## src/rtl/cache_pkg.sv

```systemverilog
// Shared definitions for the nway_cache data cache.
//   - AddrMode encodings seen from the load/store stage
//   - controller state encoding
//   - access-type decode helpers
package cache_pkg;

   // Store word; every load flavour returns the full word.
   localparam logic [3:0] MODE_SW  = 4'b0111;
   localparam logic [3:0] MODE_LW  = 4'b0000;
   localparam logic [3:0] MODE_LH  = 4'b0001;
   localparam logic [3:0] MODE_LB  = 4'b0010;
   localparam logic [3:0] MODE_LHU = 4'b0101;
   localparam logic [3:0] MODE_LBU = 4'b0110;

   typedef enum logic [1:0] {
      IDLE,
      REFILL,
      WRITE,
      FLUSH
   } state_t;

   function automatic logic is_load(input logic [3:0] mode);
      return (mode == MODE_LW)  || (mode == MODE_LH)  || (mode == MODE_LB) ||
             (mode == MODE_LHU) || (mode == MODE_LBU);
   endfunction

   function automatic logic is_store(input logic [3:0] mode);
      return mode == MODE_SW;
   endfunction

endpackage

```

## src/rtl/nway_cache_plru.sv

```systemverilog
// Tree pseudo-LRU helper for one cache set (purely combinational).
//   tree      : current PLRU bits, heap order (node 0 = root, children 2n+1 / 2n+2)
//   way       : way being accessed (hit or fill)
//   tree_next : tree bits after pointing every node on the path away from `way`
//   victim    : way selected by walking the current tree (bit 0 = go left)
module plru_tree
#(
   parameter int unsigned NUM_WAYS = 4
) (
   input  logic [NUM_WAYS-2:0]         tree,
   input  logic [$clog2(NUM_WAYS)-1:0] way,
   output logic [NUM_WAYS-2:0]         tree_next,
   output logic [$clog2(NUM_WAYS)-1:0] victim
);

   localparam int unsigned LEVELS = $clog2(NUM_WAYS);

   // A node at (level l, position p) lies on the path of `way` when the
   // top l bits of `way` equal p; that node is set to point to the other half.
   always_comb begin
      tree_next = tree;
      for (int unsigned l = 0; l < LEVELS; l++) begin
         for (int unsigned p = 0; p < (1 << l); p++) begin
            if ((32'(way) >> (LEVELS - l)) == p)
               tree_next[(1 << l) - 1 + p] = ~way[LEVELS - 1 - l];
         end
      end
   end

   // Walk from the root, accumulating the chosen path as the victim index.
   always_comb begin
      int unsigned v;
      logic        dir;
      v = 0;
      for (int unsigned l = 0; l < LEVELS; l++) begin
         dir = 1'b0;
         for (int unsigned p = 0; p < (1 << l); p++) begin
            if (v == p)
               dir = tree[(1 << l) - 1 + p];
         end
         v = v * 2 + 32'(dir);
      end
      victim = LEVELS'(v);
   end

endmodule

```

## src/rtl/nway_cache.sv

```systemverilog
// N-way set-associative data cache, one word per line, write-through,
// no write-allocate, tree-PLRU replacement, sequential flush.
//   clk, reset            : clock, synchronous active-high reset
//   AddrMode, A, WD       : core access (type, byte address, store data)
//   flush                 : one-cycle request to invalidate every line
//   hit, stall, out       : lookup hit (IDLE only), core hold, load data
//   mem_req/we/addr/wdata : memory request, held until mem_ack
//   mem_ack, mem_rdata    : memory completion and refill data
//   total_accesses/hits/misses : wrapping performance counters
module nway_cache
   import cache_pkg::*;
#(
   parameter int unsigned ADDR_WIDTH = 32,
   parameter int unsigned DATA_WIDTH = 32,
   parameter int unsigned NUM_SETS   = 8,
   parameter int unsigned NUM_WAYS   = 4
) (
   input  logic                  clk,
   input  logic                  reset,
   input  logic [3:0]            AddrMode,
   input  logic [ADDR_WIDTH-1:0] A,
   input  logic [DATA_WIDTH-1:0] WD,
   input  logic                  flush,
   output logic                  hit,
   output logic                  stall,
   output logic [DATA_WIDTH-1:0] out,
   output logic                  mem_req,
   output logic                  mem_we,
   output logic [ADDR_WIDTH-1:0] mem_addr,
   output logic [DATA_WIDTH-1:0] mem_wdata,
   input  logic                  mem_ack,
   input  logic [DATA_WIDTH-1:0] mem_rdata,
   output logic [31:0]           total_accesses,
   output logic [31:0]           total_hits,
   output logic [31:0]           total_misses
);

   localparam int unsigned SET_BITS = $clog2(NUM_SETS);
   localparam int unsigned TAG_BITS = ADDR_WIDTH - SET_BITS - 2;
   localparam int unsigned WAY_BITS = $clog2(NUM_WAYS);
   localparam logic [SET_BITS-1:0] LAST_SET = SET_BITS'(NUM_SETS - 1);

   // Line storage
   logic                  valid [NUM_SETS][NUM_WAYS];
   logic [TAG_BITS-1:0]   tags  [NUM_SETS][NUM_WAYS];
   logic [DATA_WIDTH-1:0] data  [NUM_SETS][NUM_WAYS];
   logic [NUM_WAYS-2:0]   plru  [NUM_SETS];

   state_t state, next_state;

   // Transaction captured when leaving IDLE
   logic [SET_BITS-1:0]   cap_set;
   logic [TAG_BITS-1:0]   cap_tag;
   logic [ADDR_WIDTH-1:0] cap_addr;
   logic [DATA_WIDTH-1:0] cap_wd;
   logic                  cap_hit;
   logic [WAY_BITS-1:0]   cap_way;

   logic                  flush_pend;
   logic [SET_BITS-1:0]   flush_cnt;

   // Lookup on the live address
   logic [SET_BITS-1:0]   set_idx;
   logic [TAG_BITS-1:0]   tag_in;
   logic                  lookup_hit;
   logic [WAY_BITS-1:0]   hit_way;
   logic [DATA_WIDTH-1:0] lookup_data;
   logic                  has_invalid;
   logic [WAY_BITS-1:0]   inv_way;
   logic [WAY_BITS-1:0]   fill_way;

   // PLRU datapath
   logic [SET_BITS-1:0]   sel_set;
   logic [WAY_BITS-1:0]   acc_way;
   logic [NUM_WAYS-2:0]   tree_next;
   logic [WAY_BITS-1:0]   plru_victim;

   // Control strobes from the FSM
   logic capture, plru_upd, fill_en, store_upd, flush_clr;
   logic cnt_acc, cnt_hit, cnt_miss;

   assign set_idx   = A[SET_BITS+1:2];
   assign tag_in    = A[ADDR_WIDTH-1:SET_BITS+2];
   assign mem_addr  = cap_addr;
   assign mem_wdata = cap_wd;

   always_comb begin
      lookup_hit  = 1'b0;
      hit_way     = '0;
      lookup_data = '0;
      has_invalid = 1'b0;
      inv_way     = '0;
      for (int unsigned w = 0; w < NUM_WAYS; w++) begin
         if (valid[set_idx][w] && (tags[set_idx][w] == tag_in)) begin
            lookup_hit  = 1'b1;
            hit_way     = WAY_BITS'(w);
            lookup_data = data[set_idx][w];
         end
         if (!valid[set_idx][w] && !has_invalid) begin
            has_invalid = 1'b1;
            inv_way     = WAY_BITS'(w);
         end
      end
      fill_way = has_invalid ? inv_way : plru_victim;
   end

   // In IDLE the tree serves the live set (victim choice, hit update);
   // afterwards it serves the captured set for the completion update.
   assign sel_set = (state == IDLE) ? set_idx : cap_set;
   assign acc_way = (state == IDLE) ? hit_way : cap_way;

   plru_tree #(
      .NUM_WAYS (NUM_WAYS)
   ) u_plru (
      .tree      (plru[sel_set]),
      .way       (acc_way),
      .tree_next (tree_next),
      .victim    (plru_victim)
   );

   always_comb begin
      next_state = state;
      stall      = 1'b0;
      hit        = 1'b0;
      out        = '0;
      mem_req    = 1'b0;
      mem_we     = 1'b0;
      capture    = 1'b0;
      plru_upd   = 1'b0;
      fill_en    = 1'b0;
      store_upd  = 1'b0;
      flush_clr  = 1'b0;
      cnt_acc    = 1'b0;
      cnt_hit    = 1'b0;
      cnt_miss   = 1'b0;
      unique case (state)
         IDLE: begin
            if (flush || flush_pend) begin
               stall      = 1'b1;
               next_state = FLUSH;
            end else if (is_load(AddrMode)) begin
               cnt_acc = 1'b1;
               if (lookup_hit) begin
                  hit      = 1'b1;
                  out      = lookup_data;
                  plru_upd = 1'b1;
                  cnt_hit  = 1'b1;
               end else begin
                  stall      = 1'b1;
                  capture    = 1'b1;
                  cnt_miss   = 1'b1;
                  next_state = REFILL;
               end
            end else if (is_store(AddrMode)) begin
               stall      = 1'b1;
               hit        = lookup_hit;
               capture    = 1'b1;
               cnt_acc    = 1'b1;
               cnt_hit    = lookup_hit;
               cnt_miss   = !lookup_hit;
               next_state = WRITE;
            end
         end
         REFILL: begin
            mem_req = 1'b1;
            stall   = 1'b1;
            if (mem_ack) begin
               stall      = 1'b0;
               out        = mem_rdata;
               fill_en    = 1'b1;
               plru_upd   = 1'b1;
               next_state = IDLE;
            end
         end
         WRITE: begin
            mem_req = 1'b1;
            mem_we  = 1'b1;
            stall   = 1'b1;
            if (mem_ack) begin
               stall      = 1'b0;
               store_upd  = cap_hit;
               plru_upd   = cap_hit;
               next_state = IDLE;
            end
         end
         FLUSH: begin
            stall     = 1'b1;
            flush_clr = 1'b1;
            if (flush_cnt == LAST_SET)
               next_state = IDLE;
         end
         default: next_state = IDLE;
      endcase
   end

   always_ff @(posedge clk) begin
      if (reset) begin
         state          <= IDLE;
         flush_pend     <= 1'b0;
         flush_cnt      <= '0;
         cap_set        <= '0;
         cap_tag        <= '0;
         cap_addr       <= '0;
         cap_wd         <= '0;
         cap_hit        <= 1'b0;
         cap_way        <= '0;
         total_accesses <= '0;
         total_hits     <= '0;
         total_misses   <= '0;
         for (int unsigned s = 0; s < NUM_SETS; s++) begin
            plru[s] <= '0;
            for (int unsigned w = 0; w < NUM_WAYS; w++)
               valid[s][w] <= 1'b0;
         end
      end else begin
         state <= next_state;

         if (state == IDLE && next_state == FLUSH)
            flush_pend <= 1'b0;
         else if (state != IDLE && flush)
            flush_pend <= 1'b1;

         if (state == FLUSH)
            flush_cnt <= flush_cnt + 1'b1;

         if (capture) begin
            cap_set  <= set_idx;
            cap_tag  <= tag_in;
            cap_addr <= A & ~ADDR_WIDTH'(3);
            cap_wd   <= WD;
            cap_hit  <= lookup_hit;
            cap_way  <= lookup_hit ? hit_way : fill_way;
         end

         if (cnt_acc)  total_accesses <= total_accesses + 32'd1;
         if (cnt_hit)  total_hits     <= total_hits + 32'd1;
         if (cnt_miss) total_misses   <= total_misses + 32'd1;

         if (flush_clr) begin
            plru[flush_cnt] <= '0;
            for (int unsigned w = 0; w < NUM_WAYS; w++)
               valid[flush_cnt][w] <= 1'b0;
         end
         if (plru_upd)
            plru[sel_set] <= tree_next;
         if (fill_en)
            valid[cap_set][cap_way] <= 1'b1;
      end
   end

   // Tag/data arrays carry no reset; valid bits qualify them.
   always_ff @(posedge clk) begin
      if (!reset) begin
         if (fill_en) begin
            tags[cap_set][cap_way] <= cap_tag;
            data[cap_set][cap_way] <= mem_rdata;
         end else if (store_upd) begin
            data[cap_set][cap_way] <= cap_wd;
         end
      end
   end

endmodule

```

## config.mk

```make
export PLATFORM = sky130hd
export DESIGN_NAME = nway_cache
export DESIGN_NICKNAME = d
export VERILOG_FILES = /design/src/rtl/cache_pkg.sv /design/src/rtl/nway_cache_plru.sv /design/src/rtl/nway_cache.sv
export SDC_FILE = /design/constraint.sdc
export NUM_CORES = 2
export LEC_CHECK = 0
export BUFFER_PORTS_ARGS = -buffer_cell sky130_fd_sc_hd__buf_4
export CAP_MARGIN = 40
export CORE_MARGIN = 3
export CORE_UTILIZATION = 45
export DETAILED_ROUTE_END_ITERATION = 7
export GPL_TIMING_DRIVEN = 0
export PLACE_DENSITY_LB_ADDON = 0.1
export SLEW_MARGIN = 20
export SYNTH_ARGS = -nofsm -noshare
export SYNTH_HDL_FRONTEND = slang
export SYNTH_SLANG_ARGS = --single-unit
```

## constraint.sdc

```tcl
create_clock -name clk -period 5.6 [get_ports clk]
set_clock_uncertainty 0.2 [all_clocks]
set_input_delay 0.28 -clock clk [delete_from_list [all_inputs] [get_ports clk]]
set_output_delay 0.28 -clock clk [all_outputs]
set_load 0.02 [all_outputs]
```

==> reports/summary.txt <==
sequential area share after synthesis - 0.718
core area - 189000 µm²
TritonCTS clock tree - built
Layout area overhead - 19.8%
DIE AREA - 196000 µm²
Layout Utilization - 0.545
number of H-tree levels - 4
Max-slew headroom - 0.418
area leader, netlist - edfxtp_1
Clock power frac - 0.406
Longest Clk Path Bufs - 3
minimum clock period - 5.56 ns
drt pass-1 iters - 7
Synth Area in Compound Gates - 0.0392
Worst Hold Class - primary input to flop
top layer in use - met4
routed len/inst - 31.2 µm
first-pass GRT wire length - 371000 µm
# nets final - 5833
Hold Vio Cnt, Final - 0
pre-CTS setup slack - -1.40 ns
final critical-path share of the clock period - 0.993
Routed WL - 262000 µm
Worst Tran Pin Value - 0.872 ns
critical path class - primary input to primary output
IO Pins - 300
Root Driver - clkbuf_16
Syn Inst Count - 4939
hold path cells - 4
Vias/cell - 5.91
RD Place Congestion - 0.825
chip width - 443 µm
cell with the most instances after synthesis - edfxtp_1
Post-synth top cells - edfxtp_1, mux4_2, nand2_1, mux2i_1, nor2_1
Vias - 49700
clock tree sinks - 2111
XOR/XNOR Fraction of Synth Area - 0.0123
Netlist Area Pre-Place - 86000 µm²
main area contributors after synthesis - edfxtp_1, mux4_2, dfxtp_1
max_cap viols - 0
Clock Pin Slew Worst Setup and Hold Paths - 0.06 ns
#FFs+latches synth - 2111
hold path startpoint - WD[0]
share of post-route cells with drive strength above 1 - 0.270
VDD IR-drop max - 0.263 mV
LEAKAGE - 34.5 nW
FF-to-FF Start - valid[0][2]
internal power - 0.0265 W
worst-path fanout max - 10
main flop type after synthesis - edfxtp_1
Synth top area share - 0.679
WP data arrival - 5.08 ns
largest family of logic cells by synthesized area - multiplexers
hold_ws - 0.0600 ns
All-Layer GR Usage - 0.265
WL met2 - 131000 µm
Final WS setup - 0.0398 ns
die height - 443 µm
sw frac - 0.236
Worst setup EP type - primary output
Post-Synth Simple-Gate Area - 0.0561
DR WL met3 - 16400 µm
M1 WL - 107000 µm
Synthesis Warnings - 0
total power - 0.0346 W
worst r2r path cells - 16
initial core utilization - 0.455
Syn Area/Cell - 17.4 µm²
post-synth cell types - 78
Logic pwr share - 0.084
status - completed
EDFF count, synth - 1944
Final setup viols - 0
total placed instance area - 94300 µm²
Reg2Reg Setup Slack - 0.31 ns
largest net degree at the start of global routing - 35
# DRC - 0
total CTS buffers - 218
hold endpoint - mem_wdata[0]
max-slew violations - 0
data required time of the critical path - 5.12 ns
row cnt - 159
P_sw - 0.00819 W
R2R Path End - cap_set[0]
critical path launch point type - primary input
async set or reset register ratio after synthesis - 0
final instance area - 103000 µm²
Flop pwr share - 0.510
Post-Synth Adder-Cell Area - 0.00131
multiplexer area fraction after synthesis - 0.154
port bufs - 270
vias in the first global route - 49100
initial antenna violation count - 8
RSZ-0062 raised after global routing - no
first-iteration detailed-routing DRC count - 5289
P per Cell Area - 336 nW/µm²
hpwl dp - 181000 µm
Final ANT Viol Nets - 0
Clk Latency, worst-skew pair - 0.86 ns
total grt overflow - 0
Peak Freq - 0.180 GHz
[cells by family after synthesis]
family,Yosys count
xor+xnor,121
compound gates,502
buf+inv,324
simple gates,1031
flops,2111
other cells,1
mux,840
fa+ha+maj,9
[flip-flops by register name, summed over array words and instances (netlist names)]
register        flops
cap_set             2
total_accesses     32
data             1024
cap_way             2
valid              32
mem_addr            1
plru               24
flush_pend          1
flush_cnt           3
state               2
total_misses       32
cap_tag            27
mem_wdata          32
total_hits         32
cap_hit             1
tags              864
[final cells by class]
type	count	area (µm²)
Inverter	22	82.6
Clock inverter	106	905
Antenna cell	3	7.51
Timing Repair Buffer	564	6090
Sequential cell	2111	61800
Buffer	298	1710
Clock buffer	304	5980
Tap cell	2495	3120
Multi-Input combinational cell	2505	23300
Fill cell	14800	85800
[layout by cell type (no fill, tap or decap), drive strengths merged, types with 27 or more instances in the layout]
| cell type | n |
|---|---|
| xnor2 | 45 |
| inv | 27 |
| nand3 | 35 |
| clkinv | 86 |
| a21oi | 122 |
| clkbuf | 461 |
| mux2i | 317 |
| nor3 | 111 |
| nand2 | 358 |
| a31o | 32 |
| mux2 | 156 |
| and3 | 47 |
| dlygate4sd3 | 128 |
| buf | 577 |
| dfxtp | 167 |
| nor2 | 283 |
| a22oi | 113 |
| edfxtp | 1944 |
| nand4 | 65 |
| xor2 | 76 |
| o21ai | 87 |
| mux4 | 367 |
[power groups by stage]
stage / registers, W / logic, W / clock network [W]
2_1_floorplan: 0.0179 / 0.00151 / 0
3_5_place_dp: 0.0180 / 0.00279 / 0
5_1_grt: 0.0177 / 0.00308 / 0.0149
3_3_place_gp: 0.0181 / 0.00254 / 0
6_report: 0.0177 / 0.00292 / 0.0141
4_1_cts: 0.0177 / 0.00289 / 0.0143
[routing by layer]
layer  vias up  global-route usage
li1      21200                   -
met2      1889               0.448
met5         -                   0
met1     26200               0.360
met3       387              0.0377
met4         0              0.0717
[metrics by stage]
step,TNS [ns],std cells
after global routing,0,8406
after global placement,-1298.32,7705
after floorplan,0,4940
after CTS,-0.167,8398
final,0,8408
after detailed placement,-65.99,7857
[worst max-delay path, cell delays in order]
cell and delay, ns:
buf_6 0.14, buf_6 0.23, buf_8 0.23, buf_8 0.24, buf_6 0.25, buf_12 0.22
mux4_2 0.22, mux2i_1 0.16, buf_4 0.21, nor3b_2 0.23, nand4_1 0.21, or4_1 0.64
buf_2 0.27, buf_4 0.26, nor3_2 0.27, nor3_1 0.16, a31o_2 0.27, o21ai_0 0.29
buf_4 0.21
[worst max-delay path by stage]
stage,cells past startpoint,endpoint,startpoint
floorplan,17,out[22],A[3]
global placement,14,out[31],A[4]
detailed placement,18,out[4],A[4]
CTS,19,out[23],A[3]
global route,13,out[19],tags[7][31]
finish,19,out[15],A[3]
[repair_timing]
item                                    in CTS  in global routing
gates resized for setup                     91                 40
endpoints found under the hold margin     1098                  0
endpoints found under the setup margin      34                 31
buffers inserted                             5                  1
hold buffers                               128                  0
pin swaps                                    3                  1
No activity file was read; power rests on OpenSTA's default activity.
